## config.mk

```make
export PLATFORM = sky130hd
export DESIGN_NAME = pipe_hazard_ctrl
export DESIGN_NICKNAME = d
export VERILOG_FILES = /design/src/rtl/riscv_pipe_pkg.sv /design/src/rtl/fwd_sel.sv /design/src/rtl/pipe_hazard_ctrl.sv
export SDC_FILE = /design/constraint.sdc
export NUM_CORES = 1
export LEC_CHECK = 0
export CORE_MARGIN = 2
export CORE_UTILIZATION = 50
export DETAILED_ROUTE_END_ITERATION = 10
export GPL_TIMING_DRIVEN = 0
export PLACE_DENSITY_LB_ADDON = 0.15
export RECOVER_POWER = 100
export SLEW_MARGIN = 15
export SYNTH_ARGS = -nofsm -noshare
export SYNTH_HDL_FRONTEND = slang
export SYNTH_SLANG_ARGS = --single-unit
```

## constraint.sdc

```tcl
create_clock -name CLK -period 6.1 [get_ports CLK]
set_input_delay 1.22 -clock CLK [delete_from_list [all_inputs] [get_ports CLK]]
set_output_delay 1.22 -clock CLK [all_outputs]
set_load 0.01 [all_outputs]
```

## src/rtl/riscv_pipe_pkg.sv

```systemverilog
// Shared encodings for the 5-stage pipeline: EX operand forwarding selects and
// hazard controller FSM states.
package riscv_pipe_pkg;

  localparam logic [1:0] FWD_RF  = 2'b00;
  localparam logic [1:0] FWD_MEM = 2'b01;
  localparam logic [1:0] FWD_WB  = 2'b10;

  typedef enum logic [1:0] {
    RUN      = 2'b00,
    LU_STALL = 2'b01
  } hz_state_e;

endpackage

```

## src/rtl/fwd_sel.sv

```systemverilog
// Per-operand forwarding select for EX, MEM result beats WB result, x0 never forwarded.
// Purely combinational, zero latency; no flow control.
module fwd_sel
  import riscv_pipe_pkg::*;
(
  input  logic [4:0] r,
  input  logic [4:0] rd_m,
  input  logic       regwr_m,
  input  logic [4:0] rd_wb,
  input  logic       regwr_wb,
  output logic [1:0] sel
);

  always_comb begin
    sel = FWD_RF;
    if (regwr_m && (rd_m != 5'd0) && (rd_m == r)) begin
      sel = FWD_MEM;
    end else if (regwr_wb && (rd_wb != 5'd0) && (rd_wb == r)) begin
      sel = FWD_WB;
    end
  end

endmodule

```

## src/rtl/pipe_hazard_ctrl.sv

```systemverilog
// Hazard controller: load-use bubble, MEM-resolved redirect squash, EX forwarding, event counters.
// Enables/flushes/forward selects are combinational (0 latency); a load-use holds PC and IF_ID one cycle.
module pipe_hazard_ctrl
  import riscv_pipe_pkg::*;
#(
  parameter int CNT_W = 32
) (
  input  logic             CLK,
  input  logic             Resetn,
  input  logic [4:0]       Ra_ID,
  input  logic [4:0]       Rb_ID,
  input  logic [4:0]       Rd_EX,
  input  logic             RegWr_EX,
  input  logic             MemtoReg_EX,
  input  logic [4:0]       Rd_M,
  input  logic             RegWr_M,
  input  logic [4:0]       Rd_WB,
  input  logic             RegWr_WB,
  input  logic             Branch_M,
  input  logic             Zero_M,
  input  logic             Jump_M,
  output logic             pc_en,
  output logic             if_id_en,
  output logic             if_id_flush,
  output logic             id_ex_flush,
  output logic             ex_m_flush,
  output logic [1:0]       fwd_a,
  output logic [1:0]       fwd_b,
  output logic [CNT_W-1:0] stall_cnt,
  output logic [CNT_W-1:0] flush_cnt
);

  hz_state_e  state, state_nxt;
  logic       redirect, lu, lu_stall;
  logic       bubble_ex;
  logic [4:0] Ra_EX, Rb_EX;
  logic [1:0] sel_a, sel_b;

  assign redirect = (Branch_M & Zero_M) | Jump_M;
  assign lu       = (state == RUN) & MemtoReg_EX & RegWr_EX & (Rd_EX != 5'd0)
                  & ((Rd_EX == Ra_ID) | (Rd_EX == Rb_ID));
  assign lu_stall  = lu & ~redirect;
  assign bubble_ex = redirect | lu_stall;

  always_ff @(posedge CLK or negedge Resetn) begin
    if (!Resetn) begin
      state <= RUN;
    end else begin
      state <= state_nxt;
    end
  end

  always_comb begin
    state_nxt = RUN;
    case (state)
      RUN:      state_nxt = lu_stall ? LU_STALL : RUN;
      LU_STALL: state_nxt = RUN;
      default:  state_nxt = RUN;
    endcase
  end

  // Reset forces the pipeline registers to hold bubbles until release.
  always_comb begin
    pc_en       = 1'b1;
    if_id_en    = 1'b1;
    if_id_flush = 1'b0;
    id_ex_flush = 1'b0;
    ex_m_flush  = 1'b0;
    if (!Resetn) begin
      pc_en       = 1'b0;
      if_id_en    = 1'b0;
      if_id_flush = 1'b1;
      id_ex_flush = 1'b1;
      ex_m_flush  = 1'b1;
    end else if (redirect) begin
      if_id_flush = 1'b1;
      id_ex_flush = 1'b1;
      ex_m_flush  = 1'b1;
    end else if (lu_stall) begin
      pc_en       = 1'b0;
      if_id_en    = 1'b0;
      id_ex_flush = 1'b1;
    end
  end

  // A bubble entering EX carries x0 so it can never match a forwarding source.
  always_ff @(posedge CLK or negedge Resetn) begin
    if (!Resetn) begin
      Ra_EX <= 5'd0;
      Rb_EX <= 5'd0;
    end else begin
      Ra_EX <= bubble_ex ? 5'd0 : Ra_ID;
      Rb_EX <= bubble_ex ? 5'd0 : Rb_ID;
    end
  end

  always_ff @(posedge CLK or negedge Resetn) begin
    if (!Resetn) begin
      stall_cnt <= '0;
      flush_cnt <= '0;
    end else begin
      if (lu_stall) stall_cnt <= stall_cnt + CNT_W'(1);
      if (redirect) flush_cnt <= flush_cnt + CNT_W'(1);
    end
  end

  fwd_sel u_fwd_a (
    .r        (Ra_EX),
    .rd_m     (Rd_M),
    .regwr_m  (RegWr_M),
    .rd_wb    (Rd_WB),
    .regwr_wb (RegWr_WB),
    .sel      (sel_a)
  );

  fwd_sel u_fwd_b (
    .r        (Rb_EX),
    .rd_m     (Rd_M),
    .regwr_m  (RegWr_M),
    .rd_wb    (Rd_WB),
    .regwr_wb (RegWr_WB),
    .sel      (sel_b)
  );

  assign fwd_a = Resetn ? sel_a : FWD_RF;
  assign fwd_b = Resetn ? sel_b : FWD_RF;

endmodule

```

# Yosys cells after proc, flatten, opt, wreduce, memory -nomap -nowiden
# Cells that the tools add are included.
[word_totals] wordCells=51 ramBits=0 latch_bits=0 mem_count=0 output_inout_bits=73 input_bits=34 mem_bits_ro=0 reg_bits=76
[op_classes] bitwise_logic=10 mux=18 div=0 n_addsub=2 eq_ne=6 shifts=0 multipliers=0 n_reduce_logical=10 magnitude_cmp=0
[op_table] operator="$add 32x1->32 const B" n=2
[op_table] operator="$eq 5x5->1" n=6
[op_table] operator="$reduce_bool 5->1" n=3
[op_table] operator="$mux 2" n=6
[op_table] operator="$mux 1" n=10
[op_table] operator="$mux 5" n=2
[op_table] operator="$and 1x1->1" n=6
[op_table] operator="$logic_and 1x1->1" n=6
[op_table] operator="$or 1x1->1" n=3
[op_table] operator="$logic_not 2->1" n=1
[op_table] operator="$not 1->1" n=1

# Logic depth before layout (Yosys ltp)
# Gate-level depths: netlist of the first run.
[depth] word_depth=9 mapped_depth=6 ltp_nobuf=5

# Hierarchy
# From an unflattened synthesis of the first run, not the netlist that was laid out.
[unflattened] cells_unflattened=366 area_unflattened_um2=3857.4
[by_module_without_submodules] mod="pipe_hazard_ctrl" instances=1 area_each_um2=3554.7 cells_each=326
[by_module_without_submodules] mod="fwd_sel" instances=2 area_each_um2=151.4 cells_each=20

# Least setup slack after synthesis of the first run
# OpenSTA, ideal clock, no wires.
[synth_timing] path_kind="input to output" from="in Rd_EX[1]" to="out pc_en" arrival_time_ns=2.541 slack_ns=2.339 required_ns=4.880 stages=5 n_path_buf=1 cell_sequence="or4_1 -> o2111a_1 -> nand3_1 -> and2_1 -> buf_4"
[synth_via] elab_chain_cells=7 word_cells_on_any_way=10 cone_classes="eq/ne: 2; mux: 3; bitwise: 4; reduce/logical: 1"
[synth_rtl] element="start, declared" line="pipe_hazard_ctrl.sv:12" rtl="input logic [4:0] Rd_EX,"
[synth_rtl] element="$eq 5x5->1 or $reduce_bool 5->1 (tied branches)" line="pipe_hazard_ctrl.sv:41, pipe_hazard_ctrl.sv:40"
[synth_rtl] element="$or 1x1->1 or $and 1x1->1 (tied branches)" line="pipe_hazard_ctrl.sv:41, pipe_hazard_ctrl.sv:40"
[synth_rtl] element="$and 1x1->1 (*)" line="pipe_hazard_ctrl.sv:41" rtl="& ((Rd_EX == Ra_ID) | (Rd_EX == Rb_ID));"
[synth_rtl] element="$and 1x1->1 (*)" line="pipe_hazard_ctrl.sv:42" rtl="assign lu_stall = lu & ~redirect;"
[synth_rtl] element="$mux 1 (*) (3 in series)"
[synth_rtl] element="end, declared" line="pipe_hazard_ctrl.sv:22" rtl="output logic pc_en,"
# Mark *: on every way between the ends. The rest lies on a longest branch, timed or not.

# Final worst setup path of the first run
[layout_timing] from="in Rd_EX[0]" to="out pc_en"
[layout_via] elab_chain_cells=7 word_cells_on_any_way=10 cone_classes="eq/ne: 2; mux: 3; bitwise: 4; reduce/logical: 1"
[layout_rtl] element="$eq 5x5->1 or $reduce_bool 5->1 (tied branches)" line="pipe_hazard_ctrl.sv:41, pipe_hazard_ctrl.sv:40"
[layout_rtl] element="$or 1x1->1 or $and 1x1->1 (tied branches)" line="pipe_hazard_ctrl.sv:41, pipe_hazard_ctrl.sv:40"
[layout_rtl] element="$and 1x1->1 (*)" line="pipe_hazard_ctrl.sv:41"
[layout_rtl] element="$and 1x1->1 (*)" line="pipe_hazard_ctrl.sv:42"
[layout_rtl] element="$mux 1 (*)" line="pipe_hazard_ctrl.sv:79" rtl="end else if (lu_stall) begin"
[layout_rtl] element="$mux 1 (*)" line="pipe_hazard_ctrl.sv:75" rtl="end else if (redirect) begin"
[layout_rtl] element="$mux 1 (*)" line="pipe_hazard_ctrl.sv:69" rtl="if (!Resetn) begin"
# Marked as above.

==> results of run 1 <==
placed cells by master, fill, tap and decap left out, types with 2 or more instances in the layout:
cell,count
a21oi_1,2
ha_1,2
and2_1,8
clkbuf_8,9
and2_0,5
buf_4,3
dfrtp_1,75
or3_1,2
nand2_1,29
dlygate4sd3_1,75
nand3_1,24
nor4b_1,2
xnor2_1,43
bufinv_16,2
and4_1,3
nor3_1,12
or4_1,5
nor3b_1,3
clkbuf_1,8
nand4_1,23
nor4_2,2
inv_1,4
and3_1,11
nor4_1,14
clkinvlp_4,2
clkdlybuf4s50_1,30
nor2_1,15
xor2_1,49
worst max-delay path, cell delays in order:
cell	delay, ns
dlygate4sd3_1	0.62
xnor2_1	0.23
nand3_1	0.12
o22ai_1	0.69
nand3_1	0.28
and2_0	0.26
buf_4	0.13
dlygate4sd3_1	0.59
path summary, 6_finish.rpt:
kind,start,end,slack (ns),cells after the start
max,Rd_EX[0],pc_en,0.73,8
min,stall_cnt[31]$_DFFE_PN0P_,stall_cnt[31]$_DFFE_PN0P_,0.47,1
max reg2reg,stall_cnt[4]$_DFFE_PN0P_,stall_cnt[30]$_DFFE_PN0P_,4.04,6
min reg2reg,stall_cnt[31]$_DFFE_PN0P_,stall_cnt[31]$_DFFE_PN0P_,0.47,1
max in group asynchronous,Resetn,stall_cnt[22]$_DFFE_PN0P_,4.72,2
min in group asynchronous,Resetn,flush_cnt[16]$_DFFE_PN0P_,0.80,1
stage by stage:
step | cell area (um^2) | std cells | TNS, ns
floorplan | 3810 | 352 | 0
global placement | 4990 | 557 | -4.51
detailed placement | 5020 | 558 | 0
CTS | 5240 | 574 | 0
global route | 5160 | 574 | 0
finish | 5160 | 574 | 0
sequential cells by signal (all words and copies together), names as in the netlist:
register	flops
flush_cnt	32
stall_cnt	32
Rb_EX	5
state	1
Ra_EX	5
power groups by stage:
| stage | sequential [W] | combinational (W) | clock (W) |
|---|---|---|---|
| detailed placement | 0.000587 | 0.000216 | 0 |
| CTS | 0.000577 | 0.000218 | 0.000426 |
| floorplan | 0.000593 | 0.0000790 | 0 |
| finish | 0.000575 | 0.000198 | 0.000420 |
| global placement | 0.000584 | 0.000209 | 0 |
| global route | 0.000582 | 0.000217 | 0.000455 |
metal layers:
metal,wire [um],part of all wire [%]
met3,419,4.8
met4,132,1.5
met1,3920,45
met2,4300,49
met5,0,0
final cells by class:
cell class | instances | area (um^2)
Clock buffer | 10 | 128
Clock inverter | 6 | 88.8
Tap cell | 99 | 124
Inverter | 4 | 15.0
Sequential cell | 75 | 1880
Timing Repair Buffer | 107 | 1090
Fill cell | 538 | 2170
Multi-Input combinational cell | 264 | 1800
Buffer | 9 | 41.3
kinds of logic (layout without fill, tap and decap cells):
kind of cell             count (synthesis)  count (layout)
XOR/XNOR                                92              92
multiplexers                             1               1
adder cells (fa/ha/maj)                  2               2
AND/OR/NAND/NOR                        160             160
buffers and inverters                   13             136
AO/OA/AOI/OAI                            9               9
flip-flops                              75              75
==> summary.md, run 1 <==
| Metric | Value |
|---|---|
| Slew @ Worst Pin | `between 0.8 and 0.9 ns` |
| Setup Buffers After CTS | `0` |
| # setup viols final | `0` |
| Switching Share | `27.0%` |
| Fin. max-slew vios | `0` |
| Compound-gate portion of the synthesized area | `2.17%` |
| Placer Congestion | `around 0.80` |
| Synth warn | `0` |
| Gr busiest metal | `met2` |
| Commonest cells post-synth | `dfrtp_1 (75), xor2_1 (49), xnor2_1 (43), nand2_1 (29), nand3_1 (24)` |
| Startpoint Class | `primary input` |
| Site Rows | `31` |
| 1st-pass router iterations | `4` |
| Switch Pwr | `0.000322 W` |
| Initial antenna violation count | `0` |
| Post-DP HPWL | `between 6000 and 7000 um` |
| Clk sink count | `75` |
| Critical Setup Path Class | `in -> out` |
| Seq cells post-synth | `between 70 and 80` |
| Clk network pwr share | `between 30% and 40%` |
| Adder-Cell Fraction of Synth Area | `0.657%` |
| Full die area | `0.00833 mm^2` |
| I/O pin count | `107` |
| Max Fclk | `186 MHz` |
| Status | `finished, final reports clean` |
| DRT Wirelength | `8770 um` |
| Post-synth top area share | `49.3%` |
| Worst-Skew Late Latency | `0.35 ns` |
| Gr usage total | `between 20% and 30%` |
| Hold slack final | `about 0.47 ns` |
| Clock tree buffer depth | `2` |
| MaxCap Viol Count | `0` |
| Combinational group share of total power | `between 10% and 20%` |
| Layout cell share with drive strength beyond 1 | `4.84%` |
| Post-layout util | `a little over two thirds` |
| Post-Synthesis Cells | `roughly 350` |
| Worst Skew | `between 0.01 and 0.015 ns` |
| Met3 Usage GRT | `~4%` |
| Remaining DRCs | `0` |
| Tmin final | `5.37 ns` |
| Post-synthesis mux area share | `less than 1%` |
| Syn_area_per_cell | `10.8 um^2` |
| First-pass GRT wire length | `between 10000 and 15000 um` |
| CTS resizes | `0` |
| Count of flip-flops with a built-in enable after synthesis | `0` |
| Sequential Power Share | `48.2%` |
| Ys flop type | `dfrtp_1` |
| Avg WL per Cell | `15.3 um` |
| Area delta synth->final | `35.3%` |
| Largest net degree at the start of global routing | `48` |
| Met2 Usage GRT | `a little over a third` |
| Dpl ws | `about 1.2 ns` |
| GR Overflow Total | `0` |
| Detailed-route via count | `between 3000 and 4000` |
| Main combinational cell family by area after synthesis | `simple AND/OR/NAND/NOR gates` |
| Power consumption | `around 0.0012 W` |
| H-tree levels | `3` |
| N_diodes | `0` |
| Top-count cell post-synth | `dfrtp_1` |
| Die Wd | `just over 90 um` |
| Post-synthesis xor/xnor area fraction | `a little over a fifth` |
| IO buf count | `106` |
| Vias in the first global route | `3024` |
| Power per cell area | `231 mW/mm^2` |
| Synthesized Nets | `between 300 and 400` |
| TritonCTS buffer count | `9` |
| Fraction of registers with async set/reset | `100%` |
| Post-synthesis simple-gate area fraction | `~25%` |
| Worst Slack Setup Final | `0.729 ns` |
| Post-Syn Area | `0.00381 mm^2` |
| Tcrit/Tclk final | `88.0%` |
| Antenna Nets Post-Route | `0` |
| Clock Pin Slew Worst Setup and Hold Paths | `~0.08 ns` |
| GR met1 Demand/Resource | `29.9%` |
| Cell accounting for the most synthesized area | `dfrtp_1` |
| Worst rel slew slack | `between 40% and 50%` |
| Post-synthesis sequential area ratio | `between 40% and 50%` |
| Core ar. | `around 0.0073 mm^2` |
| Synth top area cells | `dfrtp_1 (49%), xor2_1 (11%), xnor2_1 (9.9%)` |
| CP Capture Type | `output port` |
| Initial DRC count | `94` |
| Worst Path Required | `around 4.9 ns` |
| Drt via density | `5.36` |
| Final hold violations | `0` |
| Final Net Count | `506` |
| Static leakage | `between 2 and 2.5 nW` |
| Internal power | `0.000871 W` |
| Root buffer cell | `clkbuf_8` |
| Die Span Y | `91.3 um` |
| Hold Path Class | `reg -> reg` |
| Peak supply drop | `about 0.15 mV` |
| RSZ-0062 raised after global routing | `no` |
| Yosys cell types | `38` |
| CP arrival | `roughly 4.2 ns` |
| Starting Density | `slightly above 50%` |
| # hold bufs at CTS | `0` |
| CTS tree | `done` |
| CP Max Fanout | `10` |
Note: power is estimated with default switching activity, not from simulation.
==> inputs of run 2 (changes only) <==
--- a/config.mk
+++ b/config.mk
@@ -6,8 +6,9 @@
 export NUM_CORES = 1
 export LEC_CHECK = 0
 export CORE_MARGIN = 2
-export CORE_UTILIZATION = 50
+export CORE_UTILIZATION = 43
 export DETAILED_ROUTE_END_ITERATION = 10
+export GPL_ROUTABILITY_DRIVEN = 1
 export GPL_TIMING_DRIVEN = 0
 export PLACE_DENSITY_LB_ADDON = 0.15
 export RECOVER_POWER = 100
==> constraint.sdc (replaced) <==
create_clock -name CLK -period 4.3 [get_ports CLK]
set_input_delay 0.86 -clock CLK [delete_from_list [all_inputs] [get_ports CLK]]
set_output_delay 0.86 -clock CLK [all_outputs]
set_load 0.01 [all_outputs]
==> run 2 against run 1 <==
  * Combinational power up 44%
  * Utilization down 10 points
  * Via count down 0.36%
  * Worst hold slack worse by 0.0019 ns
  * Power up 43%
  * Sequential share of layout area down 0.17 points
  * Critical endpoint is now id_ex_flush
  * Largest cell class unchanged
  * Largest power group unchanged
==> summary.md, run 2 (synthesized netlist as in run 1, its figures left out) <==
| Metric | Value |
|---|---|
| N_diodes | `0 (unchanged)` |
| # hold bufs at CTS | `0 (unchanged)` |
| Clock Pin Slew Worst Setup and Hold Paths | `0.09 ns (was 0.08 ns)` |
| Status | `finished, final reports clean (unchanged)` |
| Layout cell share with drive strength beyond 1 | `5.68% (was 4.84%)` |
| IO buf count | `106 (unchanged)` |
| Final hold violations | `0 (unchanged)` |
| Static leakage | `2.45 nW (was 2.44 nW)` |
| Tmin final | `around 4.1 ns` |
| Power per cell area | `329 mW/mm^2 (was 231 mW/mm^2)` |
| 1st-pass router iterations | `4 (unchanged)` |
| Initial antenna violation count | `0 (unchanged)` |
| Commonest non-fill, non-tap cell in the layout | `dfrtp_1` |
| Drt via density | `5.26 (was 5.36)` |
| Detailed-route via count | `3067 (was 3078)` |
| Max Fclk | `about 240 MHz` |
| Largest net degree at the start of global routing | `42 (was 48)` |
| Placer Congestion | `0.812 (was 0.801)` |
| Clk sink count | `75 (unchanged)` |
| Worst Skew | `0.0128 ns (was 0.0131 ns)` |
| R2R cell count | `5 (was 6)` |
| CTS tree | `done (unchanged)` |
| DRT Wirelength | `8930 um (was 8770 um)` |
| Worst Path Required | `3.44 ns (was 4.88 ns)` |
| Peak supply drop | `0.199 mV (was 0.149 mV)` |
| Setup TNS | `0 ns (unchanged)` |
| Post-DP HPWL | `6480 um (was 6410 um)` |
| Setup Buffers After CTS | `0 (unchanged)` |
| H-tree levels | `3 (unchanged)` |
| WHS Path Cells | `1 (unchanged)` |
| Vias in the first global route | `2942 (was 3024)` |
| Remaining DRCs | `0 (unchanged)` |
| MaxCap Viol Count | `0 (unchanged)` |
| Fill cells | `755 (was 538)` |
| Final Net Count | `506 (unchanged)` |
| Worst rel slew slack | `63.8% (was 42.2%)` |
| I/O pin count | `107 (unchanged)` |
| Largest regs | `flush_cnt (32), stall_cnt (32) (unchanged)` |
| CTS resizes | `0 (unchanged)` |
| Worst Slack Setup Final | `0.167 ns (was 0.729 ns)` |
| Die Wd | `98.1 um (was 91.3 um)` |
| Initial DRC count | `91 (was 94)` |
| Gr usage total | `18.9% (was 22.1%)` |
| Hold Path Class | `reg -> reg (unchanged)` |
| Fin. max-slew vios | `0 (unchanged)` |
| GR Overflow Total | `0 (unchanged)` |
| CP Capture Type | `output port (unchanged)` |
| Startpoint Class | `primary input (unchanged)` |
| RSZ-0062 raised after global routing | `no (unchanged)` |
| Critical Setup Path Class | `in -> out (unchanged)` |
| Area delta synth->final | `36.0% (was 35.3%)` |
| CP arrival | `3.27 ns (was 4.15 ns)` |
| First-pass GRT wire length | `14800 um (was 14700 um)` |
| Die Span Y | `98.1 um (was 91.3 um)` |
| Slew @ Worst Pin | `0.539 ns (was 0.867 ns)` |
| Post-Layout Cell Count | `583 (was 574)` |
| Tcrit/Tclk final | `96.1%` |
| # setup viols final | `0 (unchanged)` |
| Core ar. | `0.00864 mm^2 (was 0.00733 mm^2)` |
| Antenna Nets Post-Route | `0 (unchanged)` |
| Root buffer cell | `clkbuf_8 (unchanged)` |
| Dpl cells | `567 (was 558)` |
| Site Rows | `34 (was 31)` |
| Clock tree buffer depth | `2 (unchanged)` |
| CP Max Fanout | `10 (unchanged)` |
| TritonCTS buffer count | `9 (unchanged)` |
| Full die area | `0.00963 mm^2 (was 0.00833 mm^2)` |
| Power consumption | `0.00170 W (was 0.00119 W)` |
| Commonest non-fill, non-tap cells in the layout | `dfrtp_1 (75), dlygate4sd3_1 (71), xor2_1 (49), xnor2_1 (43), clkdlybuf4s50_1 (34) (was dfrtp_1 (75), dlygate4sd3_1 (75), xor2_1 (49), xnor2_1 (43), clkdlybuf4s50_1 (30))` |
| Starting Density | `44.1% (was 52.0%)` |
| Avg WL per Cell | `15.3 um (about the same)` |
| Dpl ws | `0.140 ns (was 1.24 ns)` |
| Worst-Skew Late Latency | `0.35 ns (about the same)` |
| Hold slack final | `0.464 ns (was 0.466 ns)` |
run 2: per-layer routing:
layer	track usage [%]	share of wire (%)	vias to the layer above
met5	0	0	-
met4	7.48	1.6	0
met3	3.65	4.9	13
met2	28.5	46	104
met1	26.9	47	1475
li1	-	-	1475
run 2: area by class of cell:
class	count	area (um^2)	share of cell area (%)
Multi-Input combinational cell	264	1810	35.0
Timing Repair Buffer	107	1080	20.8
Clock buffer	10	128	2.46
Tap cell	108	135	2.61
Clock inverter	6	88.8	1.71
Sequential cell	75	1880	36.2
Inverter	4	15.0	0.290
Buffer	9	43.8	0.845
run 2: worst max-delay path, stage by stage:
cell and delay [ns]:
clkdlybuf4s50_1 0.48, or4_1 0.57, o2111a_1 0.37, a21oi_1 0.22, buf_2 0.21, nand2_1 0.06
clkdlybuf4s50_1 0.50
run 2: per-stage QoR:
step                      cell area (um^2)  util [%]
after floorplan                       3810         -
after global placement                5010      58.0
after detailed placement              5020      58.2
after CTS                             5240      60.7
after global routing                  5180      60.0
final                                 5180      60.0
run 2: path summary, 6_finish.rpt:
kind / startpoint / endpoint / slack (ns)
worst max-delay path: Rd_EX[2] / id_ex_flush / 0.17
worst min-delay path: stall_cnt[31]$_DFFE_PN0P_ / stall_cnt[31]$_DFFE_PN0P_ / 0.46
worst max register to register: stall_cnt[0]$_DFFE_PN0P_ / stall_cnt[30]$_DFFE_PN0P_ / 2.19
worst min register to register: stall_cnt[31]$_DFFE_PN0P_ / stall_cnt[31]$_DFFE_PN0P_ / 0.46
max in group asynchronous: Resetn / flush_cnt[4]$_DFFE_PN0P_ / 3.21
min in group asynchronous: Resetn / flush_cnt[15]$_DFFE_PN0P_ / 0.48
run 2: report_power, final:
part,total (W),internal [W],switching [W]
sequential,0.000817,0.000754,0.0000624
clock,0.000602,0.000328,0.000273
combinational,0.000285,0.000154,0.000130
total,0.00170,0.00124,0.000466
==> inputs of run 3 (changes only) <==
--- a/config.mk
+++ b/config.mk
@@ -5,7 +5,6 @@
 export SDC_FILE = /design/constraint.sdc
 export NUM_CORES = 1
 export LEC_CHECK = 0
-export CORE_MARGIN = 2
 export CORE_UTILIZATION = 43
 export DETAILED_ROUTE_END_ITERATION = 10
 export GPL_ROUTABILITY_DRIVEN = 1
==> run 3 against run 2 <==
  * Die area fell by 4.0%
  * Design area fell by 0.29%
  * Wire length rose by 0.31%
  * Clock-buffer cell count rose by 4
  * First-iteration DRC count rose by 13%
  * Critical endpoint is now pc_en
  * Largest cell class unchanged
==> summary.md, run 3 (synthesized netlist as in run 1, its figures left out) <==
| Metric | Value |
|---|---|
| Status | `finished, final reports clean (unchanged)` |
| Max Fclk | `239 MHz (was 242 MHz)` |
| Worst Path Required | `3.44 ns (about the same)` |
| CP Capture Type | `output port (unchanged)` |
| Initial antenna violation count | `0 (unchanged)` |
| Core ar. | `0.00838 mm^2 (was 0.00864 mm^2)` |
| Hold slack final | `0.410 ns (was 0.464 ns)` |
| Critical Path, Cell by Cell | `clkdlybuf4s50_1 -> or4_1 -> o2111a_1 -> nand3_1 -> and2_0 -> buf_4 -> clkdlybuf4s50_1 (was clkdlybuf4s50_1 -> or4_1 -> o2111a_1 -> a21oi_1 -> buf_2 -> nand2_1 -> clkdlybuf4s50_1)` |
| Root buffer cell | `clkbuf_8 (unchanged)` |
| Worst Slack Setup Final | `0.124 ns (was 0.167 ns)` |
| First-pass GRT wire length | `14300 um (was 14800 um)` |
| Power consumption | `0.00167 W (was 0.00170 W)` |
| Area delta synth->final | `35.6% (was 36.0%)` |
| Worst-Skew Late Latency | `0.33 ns (was 0.35 ns)` |
| Commonest non-fill, non-tap cell in the layout | `dfrtp_1 (unchanged)` |
| Post-Place Cell Area | `0.00503 mm^2 (was 0.00502 mm^2)` |
| Critical Setup Path Class | `in -> out (unchanged)` |
| Commonest non-fill, non-tap cells in the layout | `dfrtp_1 (75), dlygate4sd3_1 (72), xor2_1 (49), xnor2_1 (43), clkdlybuf4s50_1 (33) (was dfrtp_1 (75), dlygate4sd3_1 (71), xor2_1 (49), xnor2_1 (43), clkdlybuf4s50_1 (34))` |
| Initial DRC count | `103 (was 91)` |
| Starting Density | `45.5% (was 44.1%)` |
| GR Overflow Total | `0 (unchanged)` |
| 1st-pass router iterations | `4 (unchanged)` |
| Placer Congestion | `0.789 (was 0.812)` |
| Final Net Count | `506 (unchanged)` |
| Dpl ws | `0.138 ns (was 0.140 ns)` |
| Combinational group share of total power | `17.1% (was 16.7%)` |
| Die Wd | `96.1 um (was 98.1 um)` |
| Peak supply drop | `0.232 mV (was 0.199 mV)` |
| Detailed-route via count | `3068 (was 3067)` |
| Largest regs | `flush_cnt (32), stall_cnt (32) (unchanged)` |
| DRT Wirelength | `8960 um (was 8930 um)` |
| Final hold violations | `0 (unchanged)` |
| Tmin final | `4.18 ns (was 4.13 ns)` |
| Largest net degree at the start of global routing | `58 (was 42)` |
| Max incr delay on CP | `0.58 ns (was 0.57 ns)` |
| R2R cell count | `6 (was 5)` |
| Layout cell share with drive strength beyond 1 | `4.42% (was 5.68%)` |
| H-tree levels | `3 (unchanged)` |
| CP arrival | `3.32 ns (was 3.27 ns)` |
| Crit path max-delay cell type | `or4_1 (unchanged)` |
| Startpoint Class | `primary input (unchanged)` |
| Tcrit/Tclk final | `97.1% (was 96.1%)` |
| Slew @ Worst Pin | `0.776 ns (was 0.539 ns)` |
| Vias in the first global route | `2999 (was 2942)` |
| CP Max Fanout | `7 (was 10)` |
| Gr usage total | `20.2% (was 18.9%)` |
| Worst Skew | `0.00832 ns (was 0.0128 ns)` |
| Fill cells | `703 (was 755)` |
| Die Span Y | `96.1 um (was 98.1 um)` |
| Clk network pwr share | `34.1% (was 35.3%)` |
| Post-layout util | `61.6% (was 60.0%)` |
| Avg WL per Cell | `15.4 um (was 15.3 um)` |
| IO buf count | `106 (unchanged)` |
| Fin. max-slew vios | `0 (unchanged)` |
| Post-DP HPWL | `6610 um (was 6480 um)` |
| Clock tree buffer depth | `2 (unchanged)` |
| Cell mode on critical path | `clkdlybuf4s50_1 (unchanged)` |
| N_diodes | `0 (unchanged)` |
| MaxCap Viol Count | `0 (unchanged)` |
| Register area | `0.00188 mm^2 (unchanged)` |
| Clk sink count | `75 (unchanged)` |
| Antenna Nets Post-Route | `0 (unchanged)` |
| Clock Pin Slew Worst Setup and Hold Paths | `0.07 ns (was 0.09 ns)` |
| Internal power | `0.00124 W (about the same)` |
| Drt via density | `5.29 (was 5.26)` |
| Switching Share | `25.8% (was 27.4%)` |
| Setup Buffers After CTS | `0 (unchanged)` |
| Static leakage | `2.45 nW (about the same)` |
| CTS tree | `done (unchanged)` |
| Multi-input logic area | `0.00181 mm^2 (about the same)` |
| Hold Path Class | `in -> async (was reg -> reg)` |
| Worst rel slew slack | `48.3% (was 63.8%)` |
| RSZ-0062 raised after global routing | `no (unchanged)` |
| Remaining DRCs | `0 (unchanged)` |
| Sequential Power Share | `48.8% (was 48.0%)` |
| TritonCTS buffer count | `9 (unchanged)` |
| Switch Pwr | `0.000432 W (was 0.000466 W)` |
| Fin area | `0.00516 mm^2 (was 0.00518 mm^2)` |
| # setup viols final | `0 (unchanged)` |
| Full die area | `0.00924 mm^2 (was 0.00963 mm^2)` |
| I/O pin count | `107 (unchanged)` |
| Site Rows | `33 (was 34)` |
| Power per cell area | `323 mW/mm^2 (was 329 mW/mm^2)` |
==> run 3: area by class of cell <==
class                           count  share of cell area, %
Buffer                              9                  0.824
Clock buffer                       14                   2.76
Clock inverter                      2                   1.16
Inverter                            4                  0.291
Multi-Input combinational cell    264                   35.1
Sequential cell                    75                   36.3
Tap cell                          105                   2.54
Timing Repair Buffer              107                   21.0
==> run 3: power groups by stage <==
stage          clock network, W  registers, W  logic, W
6_report               0.000570      0.000815  0.000286
5_1_grt                0.000614      0.000825  0.000314
4_1_cts                0.000584      0.000818  0.000308
3_5_place_dp                  0      0.000832  0.000306
3_3_place_gp                  0      0.000830  0.000299
2_1_floorplan                 0      0.000842  0.000112
==> run 3: critical path, delay by kind of cell <==
kind                   cells  cell delay, ns
AO/OA/AOI/OAI              1            0.37
buffers and inverters      3            1.11
AND/OR/NAND/NOR            3            0.96
==> run 3: repair_timing <==
item	in CTS	in global routing
gates resized for setup	0	1
endpoints found under the setup margin	0	1
hold buffers	0	0
==> run 3: layer usage <==
metal | vias up | wire length, um | global-route usage, %
met1 | 1508 | 4090 | 26.3
li1 | 1472 | - | -
met4 | 0 | 74 | 6.97
met5 | - | 0 | 0
met2 | 81 | 4230 | 33.3
met3 | 7 | 569 | 4.27
==> run 3: worst paths after layout <==
check                                     startpoint                         to  slack (ns)
setup / recovery                            Rd_EX[2]                      pc_en        0.12
hold / removal                                Resetn  flush_cnt[16]$_DFFE_PN0P_        0.41
setup reg to reg            stall_cnt[4]$_DFFE_PN0P_  stall_cnt[30]$_DFFE_PN0P_        2.12
hold reg to reg            stall_cnt[31]$_DFFE_PN0P_  stall_cnt[31]$_DFFE_PN0P_        0.47
max in group asynchronous                     Resetn  stall_cnt[22]$_DFFE_PN0P_        3.30
min in group CLK           stall_cnt[31]$_DFFE_PN0P_  stall_cnt[31]$_DFFE_PN0P_        0.47
==> run 3: metrics by stage <==
step                TNS [ns]  cells
finish                     0    580
CTS                        0    580
global placement      -49.39    563
detailed placement         0    564
global route               0    580
floorplan                  0    352
